### src/rtl/mem_arb_pkg.sv
// rtl/mem_arb_pkg.sv - shared FSM state and owner encodings for the memory port arbiter
package mem_arb_pkg;

    typedef enum logic [1:0] {
        IDLE,
        REQ,
        WAIT_R,
        DONE
    } state_t;

    typedef enum logic {
        OWN_CORE,
        OWN_LDR
    } owner_t;

endpackage

### src/rtl/mem_arb_pick.sv
// rtl/mem_arb_pick.sv - two-way core/loader picker; MEM_ARB_RR_EN selects round-robin, else core priority
module mem_arb_pick
    import mem_arb_pkg::*;
(
    input  logic   core_req,
    input  logic   ldr_req,
`ifdef MEM_ARB_RR_EN
    input  owner_t last_owner,
`endif
    output logic   grant_valid,
    output owner_t grant_owner
);

    always_comb begin
        grant_valid = core_req | ldr_req;
        grant_owner = OWN_CORE;
`ifdef MEM_ARB_RR_EN
        // On a tie the side that did not win last time goes next.
        if (core_req && ldr_req) begin
            grant_owner = (last_owner == OWN_CORE) ? OWN_LDR : OWN_CORE;
        end else if (ldr_req) begin
            grant_owner = OWN_LDR;
        end
`else
        if (!core_req && ldr_req) begin
            grant_owner = OWN_LDR;
        end
`endif
    end

endmodule

### src/rtl/mem_port_arbiter.sv
// rtl/mem_port_arbiter.sv - shares one memory port between core M stage and loader; MEM_ARB_RR_EN enables round-robin
module mem_port_arbiter
    import mem_arb_pkg::*;
#(
    parameter int ADDR_W = 32,
    parameter int DATA_W = 32
) (
    input  logic              clk,
    input  logic              reset,
    input  logic              core_re,
    input  logic              core_we,
    input  logic [ADDR_W-1:0] core_addr,
    input  logic [DATA_W-1:0] core_wdata,
    output logic              stall_m,
    output logic              valid_mem,
    output logic [DATA_W-1:0] rdata_w,
    input  logic              ldr_valid,
    input  logic              ldr_we,
    input  logic [ADDR_W-1:0] ldr_addr,
    input  logic [DATA_W-1:0] ldr_wdata,
    output logic              ldr_ready,
    output logic              ldr_rvalid,
    output logic [DATA_W-1:0] ldr_rdata,
    output logic              mem_req_valid,
    output logic              mem_we,
    output logic [ADDR_W-1:0] mem_addr,
    output logic [DATA_W-1:0] mem_wdata,
    input  logic              mem_req_ready,
    input  logic              mem_rvalid,
    input  logic [DATA_W-1:0] mem_rdata
);

    state_t            state;
    state_t            state_nxt;
    owner_t            owner_q;
    logic              we_q;
    logic [ADDR_W-1:0] addr_q;
    logic [DATA_W-1:0] wdata_q;
    logic              core_req;
    logic              grant_valid;
    owner_t            grant_owner;
    logic              core_done;

    assign core_req = core_re | core_we;

`ifdef MEM_ARB_RR_EN
    owner_t last_owner;

    always_ff @(posedge clk) begin
        if (reset) begin
            last_owner <= OWN_LDR;
        end else if (state == IDLE && grant_valid) begin
            last_owner <= grant_owner;
        end
    end

    mem_arb_pick u_pick (
        .core_req    (core_req),
        .ldr_req     (ldr_valid),
        .last_owner  (last_owner),
        .grant_valid (grant_valid),
        .grant_owner (grant_owner)
    );
`else
    mem_arb_pick u_pick (
        .core_req    (core_req),
        .ldr_req     (ldr_valid),
        .grant_valid (grant_valid),
        .grant_owner (grant_owner)
    );
`endif

    always_ff @(posedge clk) begin
        if (reset) begin
            state <= IDLE;
        end else begin
            state <= state_nxt;
        end
    end

    always_comb begin
        state_nxt     = state;
        mem_req_valid = 1'b0;
        case (state)
            IDLE: begin
                if (grant_valid) begin
                    state_nxt = REQ;
                end
            end
            REQ: begin
                mem_req_valid = 1'b1;
                if (mem_req_ready) begin
                    state_nxt = we_q ? DONE : WAIT_R;
                end
            end
            WAIT_R: begin
                if (mem_rvalid) begin
                    state_nxt = DONE;
                end
            end
            DONE: begin
                state_nxt = IDLE;
            end
            default: begin
                state_nxt = IDLE;
            end
        endcase
    end

    // The grant is latched once in IDLE so the memory request stays stable under backpressure.
    always_ff @(posedge clk) begin
        if (reset) begin
            owner_q   <= OWN_CORE;
            we_q      <= 1'b0;
            addr_q    <= '0;
            wdata_q   <= '0;
            valid_mem <= 1'b0;
            rdata_w   <= '0;
            ldr_rdata <= '0;
        end else begin
            valid_mem <= core_done && !we_q;
            if (state == IDLE && grant_valid) begin
                owner_q <= grant_owner;
                if (grant_owner == OWN_CORE) begin
                    we_q    <= core_we;
                    addr_q  <= core_addr;
                    wdata_q <= core_wdata;
                end else begin
                    we_q    <= ldr_we;
                    addr_q  <= ldr_addr;
                    wdata_q <= ldr_wdata;
                end
            end
            if (state == WAIT_R && mem_rvalid) begin
                if (owner_q == OWN_CORE) begin
                    rdata_w <= mem_rdata;
                end else begin
                    ldr_rdata <= mem_rdata;
                end
            end
        end
    end

    assign core_done  = (state == DONE) && (owner_q == OWN_CORE);
    assign stall_m    = core_req && !core_done;
    assign ldr_ready  = (state == DONE) && (owner_q == OWN_LDR);
    assign ldr_rvalid = ldr_ready && !we_q;
    assign mem_we     = we_q;
    assign mem_addr   = addr_q;
    assign mem_wdata  = wdata_q;

endmodule

### config.mk
export PLATFORM = sky130hd
export DESIGN_NAME = mem_port_arbiter
export DESIGN_NICKNAME = d
export VERILOG_FILES = /design/src/rtl/mem_arb_pkg.sv /design/src/rtl/mem_arb_pick.sv /design/src/rtl/mem_port_arbiter.sv
export SDC_FILE = /design/constraint.sdc
export NUM_CORES = 1
export LEC_CHECK = 0
export ABC_AREA = 1
export ABC_CLOCK_PERIOD_IN_PS = 2000
export BUFFER_PORTS_ARGS = -buffer_cell sky130_fd_sc_hd__buf_2
export CAP_MARGIN = 20
export CORE_ASPECT_RATIO = 1.1
export CORE_MARGIN = 2
export CORE_UTILIZATION = 35
export CTS_CLUSTER_SIZE = 25
export DETAILED_ROUTE_END_ITERATION = 10
export HOLD_SLACK_MARGIN = 0.06
export PLACE_DENSITY = 0.63
export SETUP_SLACK_MARGIN = 0.15
export SLEW_MARGIN = 5
export SYNTH_ARGS = -nofsm -noshare
export SYNTH_HDL_FRONTEND = slang
export SYNTH_HIERARCHICAL = 1
export SYNTH_SLANG_ARGS = --single-unit
export TNS_END_PERCENT = 10
### constraint.sdc
create_clock -name clk -period 2 [get_ports clk]
set_input_delay 0 -clock clk [delete_from_list [all_inputs] [get_ports clk]]
set_output_delay 0 -clock clk [all_outputs]
set_load 0.03 [all_outputs]
==> out/qor.yml, run 1 <==
detailed_routing:
  ant_nets: 0
  drt_iter0_drc: 423
  vias: 6703
  post_drt_wl_per_cell_um: 14.7
  drt-total-wl_um: 20700
  drt_pass1_iterations: 5
  drt-vias-per-instance: 4.76
  drc: 0
place:
  io_buffers: 301
  globalplace.congestion: 0.814
  dp.cells: 1210
  dpl.hpwl_um: 12300
timing:
  relSlewSlack_pct: 54.5
  hold_viol: 0
  fin_skew_ps: 5.66
  maxSlewViolCount: 0
  rsz0062_at_grt: "false"
  setup-tns-final_ps: 0
  worstMarginPinSlew_ps: 682
  min_period_ps: 1700
  fmax_ghz: 0.587
  setup-violations-final: 0
  period_share_pct: 85.1
yosys:
  synthTopCellsByArea: "dfxtp_1 (47%), nand2_1 (9.6%), o211ai_1 (8.7%), inv_1 (7.4%), nand3_1 (6.0%)"
  synth.distinct_cells: 20
  seq_area_frac_synth_pct: 47.2
  synth_top_area_share_pct: 47.2
  ys_dominant_reg_cell: "dfxtp_1"
  async_reset_ff_share_pct: 0
  yosysMostFrequentCell: "nand2_1"
  synth-edff-count: 0
  ys_top_cells_by_count: "nand2_1 (144), dfxtp_1 (133), inv_1 (111)"
  synth_fp_nets: 927
  synth_area_per_cell_sq_um: 7.48
  syn_area_sq_mm: 0.00564
  synth-seq-cells: 133
  yosys.area.top_type: "dfxtp_1"
  ys.warnings.count: 6
  postSynthCellCount: 754
grt:
  grt_max_degree: 90
  grt_overflow: 0
  grt_pass1_wl_um: 32800
  grt_pass1_vias: 6527
  antenna_found_initial: 0
  grtUsageTotal_pct: 23.5
clock_network:
  clkLatencyLatePin_ps: 410
  cts_tree: "done"
  clk_pin_slew_worst_paths_ps: 60
  cts.sinks: 133
  cts_buffer_depth: 2
  cts_setup_buffers: 0
  htreeDepth: 4
  numCtsBuffers: 17
  cts-root-buf: "clkbuf_16"
floorplan:
  rows: 48
  die_h_um: 137
  start_util_pct: 35.8
  die_w_um: 125
  ioPinCount: 302
  core_sq_mm: 0.0157
  dieArea_sq_mm: 0.0171
worst_setup_path:
  crit_path_end_kind: "register"
  crit_required_ps: 2360
  r2r_start: "state[0]"
  cp_slowest_cell: "dlygate4sd3_1"
  crit_chain: "dlygate4sd3_1 -> buf_2 -> inv_1 -> nand2_1 -> nor2_4 -> buf_4 -> nand2_1 -> nand3_1 -> o211ai_1 -> inv_1"
  cp_top_family: "buffers and inverters"
  worstPathArrival_ps: 2070
  crit_path_start_kind: "input port"
  cpPeakStageDelay_ps: 550
  path_max_fanout: 65
  cp_num_buf_inv: 5
  crit_type: "input port to register"
  critPathLaunch: "core_we"
outcome:
  status: "finished clean"
finish:
  area_growth_pct: 67.6
  nets: 1367
  drive_gt1_share_pct: 29.2
  final_cells: 1407
  num_antenna_cells: 0
job:
  cap_violations: 0
pwr:
  vdd_drop_max_v: 0.000656
  finalPower_mw: 11.5
  p_leak_nw: 4.96
  power_density_mw_per_mm2: 1220
min_path:
  holdCritPathClass: "input port to register"
  min-delay-start: "mem_rvalid"
==> path summary, 6_finish.rpt <==
path,end,slack (ps),cells after the start
max,mem_wdata[25],300,10
min,state[1],80,7
max reg2reg,rdata_w[19],350,7
min reg2reg,ldr_rdata[5],440,2
==> worst min-delay path, delay by kind of cell <==
kind | cells | cell delay, ps
and+or+nand+nor | 4 | 220
buffers and inverters | 2 | 180
AOI/OAI and AO/OA | 1 | 50
==> where the power goes <==
part           switching, mW  internal [mW]  leakage, nW  total [mW]
logic                   3.22           1.51         3.60        4.73
clock network           1.16           1.85        0.275        3.01
registers              0.383           3.38         1.09        3.76
total                   4.77           6.73         4.96        11.5
==> per-layer routing <==
metal | vias to the layer above | track usage, % | wire [um]
li1 | 3302 | - | -
met1 | 2992 | 27.3 | 8260
met2 | 361 | 38.5 | 9620
met3 | 48 | 9.27 | 2200
met4 | 0 | 10.6 | 667
met5 | - | 0 | 0
==> through the flow <==
step                      util, %  area (sq um)  setup WS, ps  hold slack (ps)
after global routing         60.1          9450           166              127
after floorplan                 -          5640           602             69.1
after CTS                    60.0          9430           268             76.1
after detailed placement     45.8          7210           336              240
after global placement       45.8          7210           377              237
final                        60.1          9450           297             80.5
==> final cells by class <==
cell class | count | area, sq um
flip-flops and latches | 133 | 2660
well taps | 200 | 250
repair buffers | 475 | 3290
multi-input cells | 453 | 2240
clock buffers | 22 | 484
clock inverters | 10 | 96.3
inverters | 114 | 430
fillers | 1337 | 6280
==> cell families after synthesis <==
| logic type | synth area share [%] |
|---|---|
| compound gates | 17.9 |
| fa+ha+maj | 1.11 |
| buf+inv | 13.1 |
| flops | 47.2 |
| simple gates | 20.7 |
==> what timing repair did <==
item                      in CTS  in global routing
hold buffers                 164                  0
hold endpoints to repair     132                  0
resized for setup              0                  0
==> placed cells by master (no fill, tap or decap), types with 2 or more instances in the layout <==
cell,instances
a21oi_1,35
buf_12,5
buf_2,301
buf_4,5
clkbuf_16,17
clkbuf_8,4
clkinv_2,4
clkinvlp_4,4
dfxtp_1,133
dlygate4sd3_1,164
ha_1,5
inv_1,110
inv_2,2
inv_6,2
nand2_1,144
nand3_1,68
nor2_1,66
nor2_4,2
o211ai_1,65
o21ai_0,28
o21ai_1,34
o21ai_2,3
==> flip-flops by register name, summed over array words and instances, names as in the netlist <==
register / count
ldr_rdata: 32
mem_addr: 32
mem_wdata: 32
mem_we: 1
owner_q: 1
rdata_w: 32
state: 2
valid_mem: 1
(Power assumes the default switching activity.)
==> run 2, diff against run 1 <==
--- a/config.mk
+++ b/config.mk
@@ -9,13 +9,12 @@
 export ABC_CLOCK_PERIOD_IN_PS = 2000
 export BUFFER_PORTS_ARGS = -buffer_cell sky130_fd_sc_hd__buf_2
 export CAP_MARGIN = 20
-export CORE_ASPECT_RATIO = 1.1
-export CORE_MARGIN = 2
-export CORE_UTILIZATION = 35
+export CORE_AREA = 2 2 119 121
 export CTS_CLUSTER_SIZE = 25
 export DETAILED_ROUTE_END_ITERATION = 10
+export DIE_AREA = 0 0 121 123
 export HOLD_SLACK_MARGIN = 0.06
-export PLACE_DENSITY = 0.63
+export PLACE_DENSITY = 0.73
 export SETUP_SLACK_MARGIN = 0.15
 export SLEW_MARGIN = 5
 export SYNTH_ARGS = -nofsm -noshare
==> out/qor.yml, run 2 (same netlist as run 1, synthesis figures left out) <==
grt:
  grt_pass1_vias: 7007
  grt_max_degree: 77
  grt_pass1_wl_um: 35000
  grtUsageTotal_pct: 29.9
  antenna_found_initial: 0
  grt_overflow: 0
outcome:
  status: "finished clean"
clock_network:
  cts_buffer_depth: 2
  clk_pin_slew_worst_paths_ps: 60
  htreeDepth: 4
  cts_tree: "done"
  numCtsBuffers: 17
  cts.sinks: 133
  cts_setup_buffers: 0
  cts-root-buf: "clkbuf_16"
  clkLatencyLatePin_ps: 410
finish:
  num_antenna_cells: 0
  area_growth_pct: 67.7
  nets: 1368
  fillers: 940
  drive_gt1_share_pct: 29.3
  layout_common_cells: "buf_2 (301), dlygate4sd3_1 (164), nand2_1 (144)"
  multi_input_comb_area_sq_mm: 0.00224
  seq_area_sq_mm: 0.00266
  final_common_cell: "buf_2"
worst_setup_path:
  crit_chain: "inv_1 -> ha_1 -> nand2_1 -> nor2_4 -> inv_2 -> nor2_1 -> nor2_1"
  crit_top_cell: "nor2_1"
  worstPathArrival_ps: 2110
  crit_path_start_kind: "register"
  crit_path_end_kind: "register"
  r2r_start: "state[0]"
  critPathLaunch: "state[0]"
  ff2ff_setup_slack_ps: 230
  cp_slowest_cell: "inv_2"
  path_max_fanout: 32
  cpPeakStageDelay_ps: 430
  crit_required_ps: 2340
  r2r_end: "rdata_w[16]"
  r2r_cells: 7
  cp_top_family: "buffers and inverters"
  crit_type: "register to register"
  cp_num_buf_inv: 2
min_path:
  min-delay-start: "mem_rvalid"
  min_path_cells: 7
  min_delay_worst_endpoint: "state[1]"
  holdCritPathClass: "input port to register"
detailed_routing:
  post_drt_wl_per_cell_um: 16.6
  vias: 7130
  drt-vias-per-instance: 5.14
  drc: 0
  drt_iter0_drc: 592
  drt-total-wl_um: 23000
  drt_pass1_iterations: 5
  ant_nets: 0
floorplan:
  rows: 43
  start_util_pct: 41.4
  dieArea_sq_mm: 0.0149
  die_h_um: 123
  die_w_um: 121
  ioPinCount: 302
  core_sq_mm: 0.0136
place:
  dp_slack_ps: 316
  dpl.hpwl_um: 12000
  io_buffers: 301
  globalplace.congestion: 0.834
timing:
  rsz0062_at_grt: "true"
  worstMarginPinSlew_ps: 566
  period_share_pct: 88.4
  fin_skew_ps: 7.55
  setup-tns-final_ps: 0
  maxSlewViolCount: 0
  min_period_ps: 1770
  setup-violations-final: 0
  fin_ws_ps: 232
  hold_viol: 0
  fmax_ghz: 0.566
  timing.hold.ws_ps: 89.3
  relSlewSlack_pct: 62.2
job:
  cap_violations: 0
pwr:
  power_density_mw_per_mm2: 1250
  p_leak_nw: 4.98
  finalPower_mw: 11.8
  vdd_drop_max_v: 0.000674
==> run 2: how the worst max path moves through the flow <==
stage / endpoint / slack, ps / cells after the start
final: rdata_w[16] / 230 / 7
after global routing: rdata_w[16] / 100 / 7
after CTS: rdata_w[18] / 280 / 7
after detailed placement: rdata_w[18] / 320 / 7
after global placement: rdata_w[5] / 410 / 7
after floorplan: mem_addr[22] / 600 / 8
==> run 2: timing repair <==
item | CTS | global route
gates resized for setup | 0 | 1
setup endpoints to repair | 0 | 6
hold buffers | 164 | 0
endpoints found under the hold margin | 132 | 0
==> run 2: final cells by class <==
cell class | count | area share [%]
clock buffer | 19 | 4.79
clock inverter | 13 | 1.55
inverter | 114 | 4.55
multi-input combinational | 453 | 23.7
sequential | 133 | 28.1
tap | 180 | 2.38
timing repair buffer | 476 | 34.9
==> run 2: power breakdown <==
part | switching [mW] | internal (mW)
registers | 0.426 | 3.38
logic | 3.37 | 1.53
clock network | 1.21 | 1.92
==> run 2: routing by layer <==
layer / wire length, um / part of all wire (%) / up-vias / GRT usage, %
li1: - / - / 3325 / -
met1: 8580 / 37 / 3219 / 31.3
met2: 10400 / 45 / 460 / 48.3
met3: 2530 / 11 / 126 / 12.6
met4: 1480 / 6.4 / 0 / 21.5
met5: 0 / 0 / - / 0
==> run 2: worst reg2reg max path: stages (launching register included) <==
cell	delay, ps
dfxtp_1	400
inv_1	110
ha_1	260
nand2_1	120
nor2_4	50
inv_2	430
nor2_1	160
nor2_1	160
==> run 2: metrics by stage <==
step                      instances  utilization [%]  instance area [sq um]
final                          1388             69.5                   9460
after global routing           1388             69.5                   9460
after CTS                      1388             69.5                   9460
after detailed placement       1192             53.0                   7210
after global placement         1192             53.0                   7210
after floorplan                 754                -                   5640
